[config.mk]
export PLATFORM = sky130hd
export DESIGN_NAME = keypad_scan_ctrl_flat
export DESIGN_NICKNAME = d
export VERILOG_FILES = /design/src/rtl/keypad_pkg.sv /design/src/rtl/keypad_scan_ctrl_if.sv /design/src/rtl/keypad_dwell_timer.sv /design/src/rtl/keypad_scan_ctrl.sv /design/src/flat_wrapper.sv
export SDC_FILE = /design/constraint.sdc
export NUM_CORES = 1
export LEC_CHECK = 0
export ABC_CLOCK_PERIOD_IN_PS = 2340
export CAP_MARGIN = 10
export CORE_AREA = 2 2 41 43
export CTS_CLUSTER_DIAMETER = 100
export DETAILED_ROUTE_END_ITERATION = 10
export DIE_AREA = 0 0 43 45
export DONT_BUFFER_PORTS = 1
export PLACE_DENSITY = 0.66
export SYNTH_ARGS = -nofsm -noshare
export SYNTH_HDL_FRONTEND = slang
export SYNTH_SLANG_ARGS = --single-unit
[constraint.sdc]
create_clock -name Clk -period 2.34 [get_ports Clk]
set_input_delay 0.234 -clock Clk [delete_from_list [all_inputs] [get_ports Clk]]
set_output_delay 0.234 -clock Clk [all_outputs]
set_load 0.01 [all_outputs]
[src/rtl/keypad_pkg.sv]
//------------------------------------------------------------------------------
// keypad_pkg
// Shared types and helpers for the 4x4 keypad scan controller.
// Revision: 1.0 - initial release
//------------------------------------------------------------------------------
`default_nettype none

package keypad_pkg;

  localparam int NUM_ROWS = 4;
  localparam int NUM_COLS = 4;
  localparam int CODE_W   = 4;

  typedef enum logic [1:0] {
    SCAN     = 2'd0,
    DEBOUNCE = 2'd1,
    EMIT     = 2'd2,
    HOLD     = 2'd3
  } state_t;

  // Index of the lowest set bit; scanning from the top down lets the
  // lowest column overwrite any higher hit.
  function automatic logic [1:0] lowest_set(input logic [NUM_COLS-1:0] bits);
    logic [1:0] idx;
    idx = 2'd0;
    for (int i = NUM_COLS - 1; i >= 0; i--) begin
      if (bits[i]) idx = 2'(i);
    end
    return idx;
  endfunction

endpackage

`default_nettype wire

[src/rtl/keypad_scan_ctrl_if.sv]
//------------------------------------------------------------------------------
// keypad_scan_ctrl_if
// Keypad pin and code-handshake bundle. The master side is the scan
// controller (drives rows and the code/valid pair); the slave side is the
// keypad plus downstream consumer.
// Revision: 1.0 - initial release
//------------------------------------------------------------------------------
`default_nettype none

interface keypad_scan_ctrl_if;
  import keypad_pkg::*;

  logic [NUM_COLS-1:0] col;
  logic                ready;
  logic [NUM_ROWS-1:0] row;
  logic [CODE_W-1:0]   code;
  logic                valid;

  modport master (input col, input ready, output row, output code, output valid);
  modport slave  (output col, output ready, input row, input code, input valid);

endinterface

`default_nettype wire

[src/rtl/keypad_dwell_timer.sv]
//------------------------------------------------------------------------------
// keypad_dwell_timer
// Free-running 0..SCAN_DIV-1 counter; 'sample' marks the last cycle of
// each row dwell, when the column lines have had time to settle.
// Revision: 1.0 - initial release
//------------------------------------------------------------------------------
`default_nettype none

module keypad_dwell_timer #(
  parameter int SCAN_DIV = 7
) (
  input  logic Clk,
  input  logic Reset,
  output logic sample
);

  localparam int            CW   = (SCAN_DIV > 1) ? $clog2(SCAN_DIV) : 1;
  localparam logic [CW-1:0] LAST = CW'(SCAN_DIV - 1);

  logic [CW-1:0] cnt;

  // Dwell counter wraps at the sample point and never stalls.
  always_ff @(posedge Clk or posedge Reset) begin
    if (Reset)            cnt <= '0;
    else if (cnt == LAST) cnt <= '0;
    else                  cnt <= cnt + CW'(1);
  end

  assign sample = (cnt == LAST);

endmodule

`default_nettype wire

[src/rtl/keypad_scan_ctrl.sv]
//------------------------------------------------------------------------------
// keypad_scan_ctrl
// 4x4 matrix keypad scanner: one-hot row drive, dwell-end column sampling,
// press/release debounce, and valid/ready hand-off of the 4-bit key code.
// Optional feature macro: KEYPAD_REPEAT_EN (auto-repeat of a held key every
// REPEAT_DLY held samples).
// Revision: 1.0 - initial release
//------------------------------------------------------------------------------
`default_nettype none

module keypad_scan_ctrl
  import keypad_pkg::*;
#(
  parameter int SCAN_DIV   = 7,
  parameter int DEB_CNT    = 3,
  parameter int REPEAT_DLY = 8
) (
  input  logic               Clk,
  input  logic               Reset,
  keypad_scan_ctrl_if.master bus
);

  // Stable counter doubles as the release counter while in HOLD.
  localparam int            SW      = $clog2(DEB_CNT + 1);
  localparam logic [SW-1:0] DEB_TGT = SW'(DEB_CNT);

  state_t          state, state_nx;
  logic [1:0]      row_idx, row_idx_nx;
  logic [1:0]      col_idx, col_idx_nx;
  logic [CODE_W-1:0] code_r, code_nx;
  logic [SW-1:0]   stable, stable_nx, stable_inc;
  logic            sample;
  logic            hit;

`ifdef KEYPAD_REPEAT_EN
  localparam int            RW      = $clog2(REPEAT_DLY + 1);
  localparam logic [RW-1:0] REP_TGT = RW'(REPEAT_DLY);
  logic [RW-1:0]   held, held_nx, held_inc;
  assign held_inc = held + RW'(1);
`endif

  keypad_dwell_timer #(
    .SCAN_DIV (SCAN_DIV)
  ) u_dwell (
    .Clk    (Clk),
    .Reset  (Reset),
    .sample (sample)
  );

  assign hit        = bus.col[col_idx];
  assign stable_inc = stable + SW'(1);

  // Next-state logic: sample-point decisions for scan, debounce and hold.
  always_comb begin
    state_nx   = state;
    row_idx_nx = row_idx;
    col_idx_nx = col_idx;
    code_nx    = code_r;
    stable_nx  = stable;
`ifdef KEYPAD_REPEAT_EN
    held_nx    = held;
`endif
    case (state)
      SCAN: begin
        if (sample) begin
          if (bus.col == '0) begin
            row_idx_nx = row_idx + 2'd1;
          end else begin
            // First hit in scan order wins; the code is {row, col}.
            col_idx_nx = lowest_set(bus.col);
            code_nx    = {row_idx, lowest_set(bus.col)};
            stable_nx  = SW'(1);
            state_nx   = (DEB_CNT == 1) ? EMIT : DEBOUNCE;
          end
        end
      end
      DEBOUNCE: begin
        if (sample) begin
          if (hit) begin
            stable_nx = stable_inc;
            if (stable_inc == DEB_TGT) state_nx = EMIT;
          end else begin
            // Bounce or glitch: drop the candidate and move on.
            stable_nx  = '0;
            row_idx_nx = row_idx + 2'd1;
            state_nx   = SCAN;
          end
        end
      end
      EMIT: begin
        // Release is deliberately ignored until the consumer takes the code.
        if (bus.ready) begin
          state_nx  = HOLD;
          stable_nx = '0;
`ifdef KEYPAD_REPEAT_EN
          held_nx   = '0;
`endif
        end
      end
      HOLD: begin
        if (sample) begin
          if (!hit) begin
            stable_nx = stable_inc;
`ifdef KEYPAD_REPEAT_EN
            held_nx   = '0;
`endif
            if (stable_inc == DEB_TGT) begin
              stable_nx  = '0;
              row_idx_nx = row_idx + 2'd1;
              state_nx   = SCAN;
            end
          end else begin
            stable_nx = '0;
`ifdef KEYPAD_REPEAT_EN
            held_nx   = held_inc;
            if (held_inc == REP_TGT) begin
              held_nx  = '0;
              state_nx = EMIT;
            end
`endif
          end
        end
      end
      default: state_nx = SCAN;
    endcase
  end

  // State and datapath registers; reset clears any press in progress.
  always_ff @(posedge Clk or posedge Reset) begin
    if (Reset) begin
      state   <= SCAN;
      row_idx <= 2'd0;
      col_idx <= 2'd0;
      code_r  <= '0;
      stable  <= '0;
`ifdef KEYPAD_REPEAT_EN
      held    <= '0;
`endif
    end else begin
      state   <= state_nx;
      row_idx <= row_idx_nx;
      col_idx <= col_idx_nx;
      code_r  <= code_nx;
      stable  <= stable_nx;
`ifdef KEYPAD_REPEAT_EN
      held    <= held_nx;
`endif
    end
  end

  assign bus.row   = 4'b0001 << row_idx;
  assign bus.code  = code_r;
  assign bus.valid = (state == EMIT);

endmodule

`default_nettype wire

[src/flat_wrapper.sv]
// flat-port wrapper written by rule: the top's interface ports become plain ports
module keypad_scan_ctrl_flat import keypad_pkg::*;
#(
  parameter int SCAN_DIV   = 7,
  parameter int DEB_CNT    = 3,
  parameter int REPEAT_DLY = 8
)
  (Clk, Reset, bus_col, bus_ready, bus_row, bus_code, bus_valid);
  keypad_scan_ctrl_if bus_i ();
  input  logic Clk;
  input  logic Reset;
  input wire logic [$bits(bus_i.col)-1:0] bus_col;
  input wire logic [$bits(bus_i.ready)-1:0] bus_ready;
  output wire logic [$bits(bus_i.row)-1:0] bus_row;
  output wire logic [$bits(bus_i.code)-1:0] bus_code;
  output wire logic [$bits(bus_i.valid)-1:0] bus_valid;
  assign bus_i.col = bus_col;
  assign bus_i.ready = bus_ready;
  assign bus_row = bus_i.row;
  assign bus_code = bus_i.code;
  assign bus_valid = bus_i.valid;
  keypad_scan_ctrl #(.SCAN_DIV(SCAN_DIV), .DEB_CNT(DEB_CNT), .REPEAT_DLY(REPEAT_DLY)) u_core (.Clk(Clk), .Reset(Reset), .bus(bus_i));
endmodule
# Word level (Yosys, flattened, before mapping)

Index checks and enable logic that the tools add are counted.

Register bits after elaboration: 15
Latch bits: 0
RAM bits: 0
Memory bits (read-only): 0
Bits of input ports: 7
Output and inout bits: 9
Word-level logic and storage cells: 66
Memories kept: 0

$add $sub $neg: 3
Multiply operators: 0
Divide/modulo/power cells: 0
$lt $le $gt $ge: 1
Equal/unequal tests: 15
Shifts and indexed selects: 1
Multiplexer cells: 32
Bitwise operators: 1
Reductions and logical operators: 7

Operator list:

| operator            | count |
|---|---|
| $mux 2              | 26 |
| $pmux 2 s4          | 2 |
| $reduce_and 8->1    | 2 |
| $ne 2x1->1 const B  | 5 |
| $ne 2x2->1 const B  | 4 |
| $eq 2x2->1 const B  | 3 |
| $pmux 2 s3          | 1 |
| $reduce_and 5->1    | 1 |
| $add 2x1->2 const B | 2 |
| $logic_not 4->1     | 1 |
| $shl 1x2->4 const A | 1 |
| $add 3x1->3 const B | 1 |
| $eq 3x3->1 const B  | 1 |
| $lt 2x3->1 const B  | 1 |
| $mux 3              | 1 |
| $ne 3x3->1 const B  | 1 |
| $reduce_and 3->1    | 1 |
| $reduce_bool 3->1   | 1 |
| $bmux 1 s2          | 1 |
| $eq 2x1->1 const B  | 1 |
| $logic_not 2->1     | 1 |
| $mux 1              | 1 |
| $not 1->1           | 1 |

# Depth between registers and ports, before layout

Depth after elaboration: 6
Mapped depth: 6
Gate-level depth less buffers: 6

# Cells and area by module

From an unflattened synthesis, not the netlist that was laid out.

Cell total of the unflattened synthesis: 84
Area total of the unflattened synthesis: 835.8 um2

Modules (own cells, without submodules):

| module             | instances | cells each | area an instance (um2) | seq. area each (um2) |
|---|---|---|---|---|
| keypad_scan_ctrl   | 1         | 72         | 710.7                  | 250.2 |
| keypad_dwell_timer | 1         | 12         | 125.1                  | 75.1 |

# Worst setup path after synthesis

Ideal clock, no wire load.

Path kind: register -> register
Start: reg, netlist name u_core.bus.code[0]
End: reg u_core.row_idx[1]
Setup time: 0.128 ns
Arrival time: 1.764 ns
Required time: 2.212 ns
Path slack: 0.449 ns
Stages on the path, launching flop included: 5
Path buffers: 0
Period minus slack after synthesis: 1.891 ns
Cell sequence: dfrtp_1 mux4_2 a211o_1 a21oi_2 mux2_1

RTL lines:

| item                 | RTL line                | source |
|---|---|---|
| end signal, assigned | keypad_scan_ctrl.sv:141 | `row_idx <= row_idx_nx;` |
| end, declared        | keypad_scan_ctrl.sv:28  | `logic [1:0] row_idx, row_idx_nx;` |

==> summary.txt <==
Drt
  • DRT met1 WL: 564 um
  • Average wire per standard cell: 13.2 um
  • Number of iterations in the first detailed-routing pass: 4
  • Post-route DRC: 0
  • Count of routing violations after the opening detailed-route iteration: 8
  • Met2 Routed Length: 577 um
  • Uppermost routed layer: met4
  • Average via count per standard cell: 5.61
  • Routed Wire Length: 1230 um
  • Number of nets with antenna violations after detailed routing: 0
  • Met3 wire length: 71 um
  • Total vias in the final route: 522

Finish
  • Count of antenna diodes in the layout: 0
  • Proportion of layout cells with a drive suffix above 1: 15.6%
  • Fill cell instance count of the final layout: 145
  • Final-stage net count: 92
  • Area Overhead vs Synth: 7.93%

Yosys
  • Net count after synthesis: 86
  • Synth warnings: 0
  • Synth Register Bits: 13
  • Post-synthesis instance area: 757 sq um
  • Number of enable-type register cells in the synthesized netlist: 0
  • Ys flop type: sky130_fd_sc_hd__dfrtp_1
  • Number of distinct library cells after synthesis: 25
  • Ys async rst share: 100%
  • Mapped Cells: 72
  • Synthesized area divided by synthesized cell count: 10.5 sq um
  • Register area share after synthesis: 43.0%

Placed design
  • Port-buffer cells: 0
  • Last weighted congestion value of the routability-driven placer: 0.753
  • Detailed placer's ending HPWL: 957 um
  • Dpl ws: 356 ps

STA
  • Time the worst path needs with I/O delays and setup: 1990 ps
  • Portion of the clock cycle consumed by the worst path in the final layout: 85.2%
  • Final setup fails: 0
  • Setup repair after global routing missed its margin: false
  • Setup TNS: 0 ps
  • Max Slew Vio Count: 0
  • Number of hold-slack violations in the final timing report: 0
  • Setup ws final: 347 ps
  • Max-slew headroom at the worst pin: 66.0%
  • Post-Route Skew: 5.38 ps
  • Slew @ Worst Pin: 506 ps
  • Maximum clock frequency: 502 MHz

Critical path
  • Worst path arrival time: 2150 ps
  • Data required time at the worst endpoint: 2500 ps
  • Worst Path Class, Setup: flop to flop
  • Max FO, Critical Path: 7
  • Capture point of the worst path: u_core.row_idx[1]$_DFFE_PP0P_
  • Depth of the worst register-to-register path: 4
  • CP startpoint: u_core.bus.code[0]$_DFFE_PP0P_
  • Type of element capturing the critical path: flop
  • Destination of the worst register-to-register timing path: u_core.row_idx[1]$_DFFE_PP0P_
  • RR Startpoint: u_core.bus.code[0]$_DFFE_PP0P_
  • Type of origin of the critical path: flop
  • FF-to-FF setup slack: 350 ps

Global routing
  • Number of antenna violations at the first check in global routing: 0
  • Pin count of the biggest net entering global routing: 14
  • Wire length of the first global-routing pass: 2040 um
  • Remaining global-route overflow: 0
  • Overall track demand over capacity in global routing: 14.6%
  • Via count of the first global-routing pass: 485

Floorplan
  • Area of the core region: 0.00147 sq mm
  • Area of the die: 0.00194 sq mm
  • Top-Level Pins: 16
  • Die X-Extent: 43 um
  • Initial Utilization: 51.4%
  • Number of placement rows: 14
  • Height of the die: 45 um

Clock tree
  • H-Tree Depth: 1
  • Sink Count: 13
  • Number of CTS-inserted buffers: 3
  • Clock latency on the worst-skew pair: 270 ps
  • Clock edge transition at the registers on the reported setup and hold paths: 80 ps
  • Number of buffers on the longest clock path: 2
  • Clock tree from TritonCTS: done
  • CTS root buffer: sky130_fd_sc_hd__clkbuf_4

Power and ir drop
  • Standby leakage power: 0.000371 uW
  • IR Drop Worst-Case VDD: 608 uV
  • Power Density: 1020 mW/mm^2

Run
  • Max-cap violations: 0

Hold path
  • HP Class: input pin to flop

Outcome
  • Status: completed
what timing repair did:
action,in CTS,in global routing
hold endpoints to repair,13,0
buffers inserted,0,0
setup endpoints to repair,0,0
resized for setup,0,0
hold buffers,1,0
logic make-up after synthesis:
| logic type | Yosys count | share of synthesized area [%] |
|---|---|---|
| mux | 9 | 14.7 |
| buf+inv | 9 | 4.46 |
| simple gates | 22 | 15.0 |
| compound gates | 10 | 8.76 |
| fa+ha+maj | 8 | 12.9 |
| flops | 13 | 43.0 |
| xor+xnor | 1 | 1.16 |
worst min-delay path by stage:
stage                                            to  slack, ps  depth (start not counted)        from
finish               u_core.bus.code[0]$_DFFE_PP0P_        200                          2  bus_col[0]
global route         u_core.bus.code[0]$_DFFE_PP0P_        210                          2  bus_col[0]
CTS                  u_core.bus.code[0]$_DFFE_PP0P_        200                          2  bus_col[0]
detailed placement    u_core.row_idx[0]$_DFFE_PP0P_        170                          1       Reset
global placement    u_core.u_dwell.cnt[2]$_DFF_PP0_        170                          1       Reset
floorplan                asynchronous set/reset pin        110                          1       Reset
worst max-delay path, cell delays in order (launching register included):
cell and delay (ps):
sky130_fd_sc_hd__dfrtp_1 440, sky130_fd_sc_hd__mux4_2 600, sky130_fd_sc_hd__a211o_1 310, sky130_fd_sc_hd__a21oi_2 190, sky130_fd_sc_hd__mux2_1 330
final cells by class:
type,count,area (sq um),area share (%)
Multi-Input combinational cell,50,398,48.7
Sequential cell,13,325,39.8
Inverter,8,30.0,3.68
Clock buffer,4,26.3,3.22
Tap cell,16,20.0,2.45
Timing Repair Buffer,2,17.5,2.14
sequential cells by signal, indices dropped and copies added (netlist names), named ones only:
signal and flops:
u_core.u_dwell.cnt 3, u_core.state 1, u_core.bus.code 4, u_core.stable 2, u_core.row_idx 2
stage by stage:
step	cells	hold WS [ps]	utilization [%]	instance area [sq um]	power (uW)
finish	93	200	55.5	817	830
global route	93	206	55.5	817	899
CTS	93	197	55.5	817	841
detailed placement	88	172	53.1	781	701
global placement	88	175	53.1	781	695
floorplan	72	111	-	757	639
layer usage:
metal | global-route usage (%) | up-vias
li1 | - | 259
met1 | 20.1 | 242
met2 | 21.2 | 17
met3 | 4.00 | 4
met4 | 7.27 | 0
met5 | 0 | -
placed cells by master, fill, tap and decap left out, types with 2 or more instances in the layout:
cell / Yosys / layout
sky130_fd_sc_hd__dfrtp_1: 13 / 13
sky130_fd_sc_hd__inv_1: 8 / 8
sky130_fd_sc_hd__ha_1: 7 / 7
sky130_fd_sc_hd__nor2_1: 6 / 6
sky130_fd_sc_hd__mux2_2: 6 / 6
sky130_fd_sc_hd__nand2_1: 5 / 5
sky130_fd_sc_hd__a21oi_1: 4 / 4
sky130_fd_sc_hd__nor3_1: 3 / 3
sky130_fd_sc_hd__nor4_1: 3 / 3
sky130_fd_sc_hd__clkbuf_4: 0 / 3
sky130_fd_sc_hd__and3b_1: 2 / 2
synth_stat cells (2+ instances only):
master | number | area (sq um)
sky130_fd_sc_hd__nor2_1 | 6 | 22.5
sky130_fd_sc_hd__nor3_1 | 3 | 15.0
sky130_fd_sc_hd__ha_1 | 7 | 87.6
sky130_fd_sc_hd__nand2_1 | 5 | 18.8
sky130_fd_sc_hd__mux2_2 | 6 | 67.6
sky130_fd_sc_hd__nor4_1 | 3 | 18.8
sky130_fd_sc_hd__dfrtp_1 | 13 | 325
sky130_fd_sc_hd__and3b_1 | 2 | 17.5
sky130_fd_sc_hd__inv_1 | 8 | 30.0
sky130_fd_sc_hd__a21oi_1 | 4 | 20.0
power by group:
group	leakage, uW	internal (uW)	total, uW	switching (uW)
Clock	0.0000150	66.1	136	69.9
Combinational	0.000191	141	294	153
Sequential	0.000165	300	400	100
Total	0.000371	507	830	323
No activity file was read; power rests on OpenSTA's default activity.
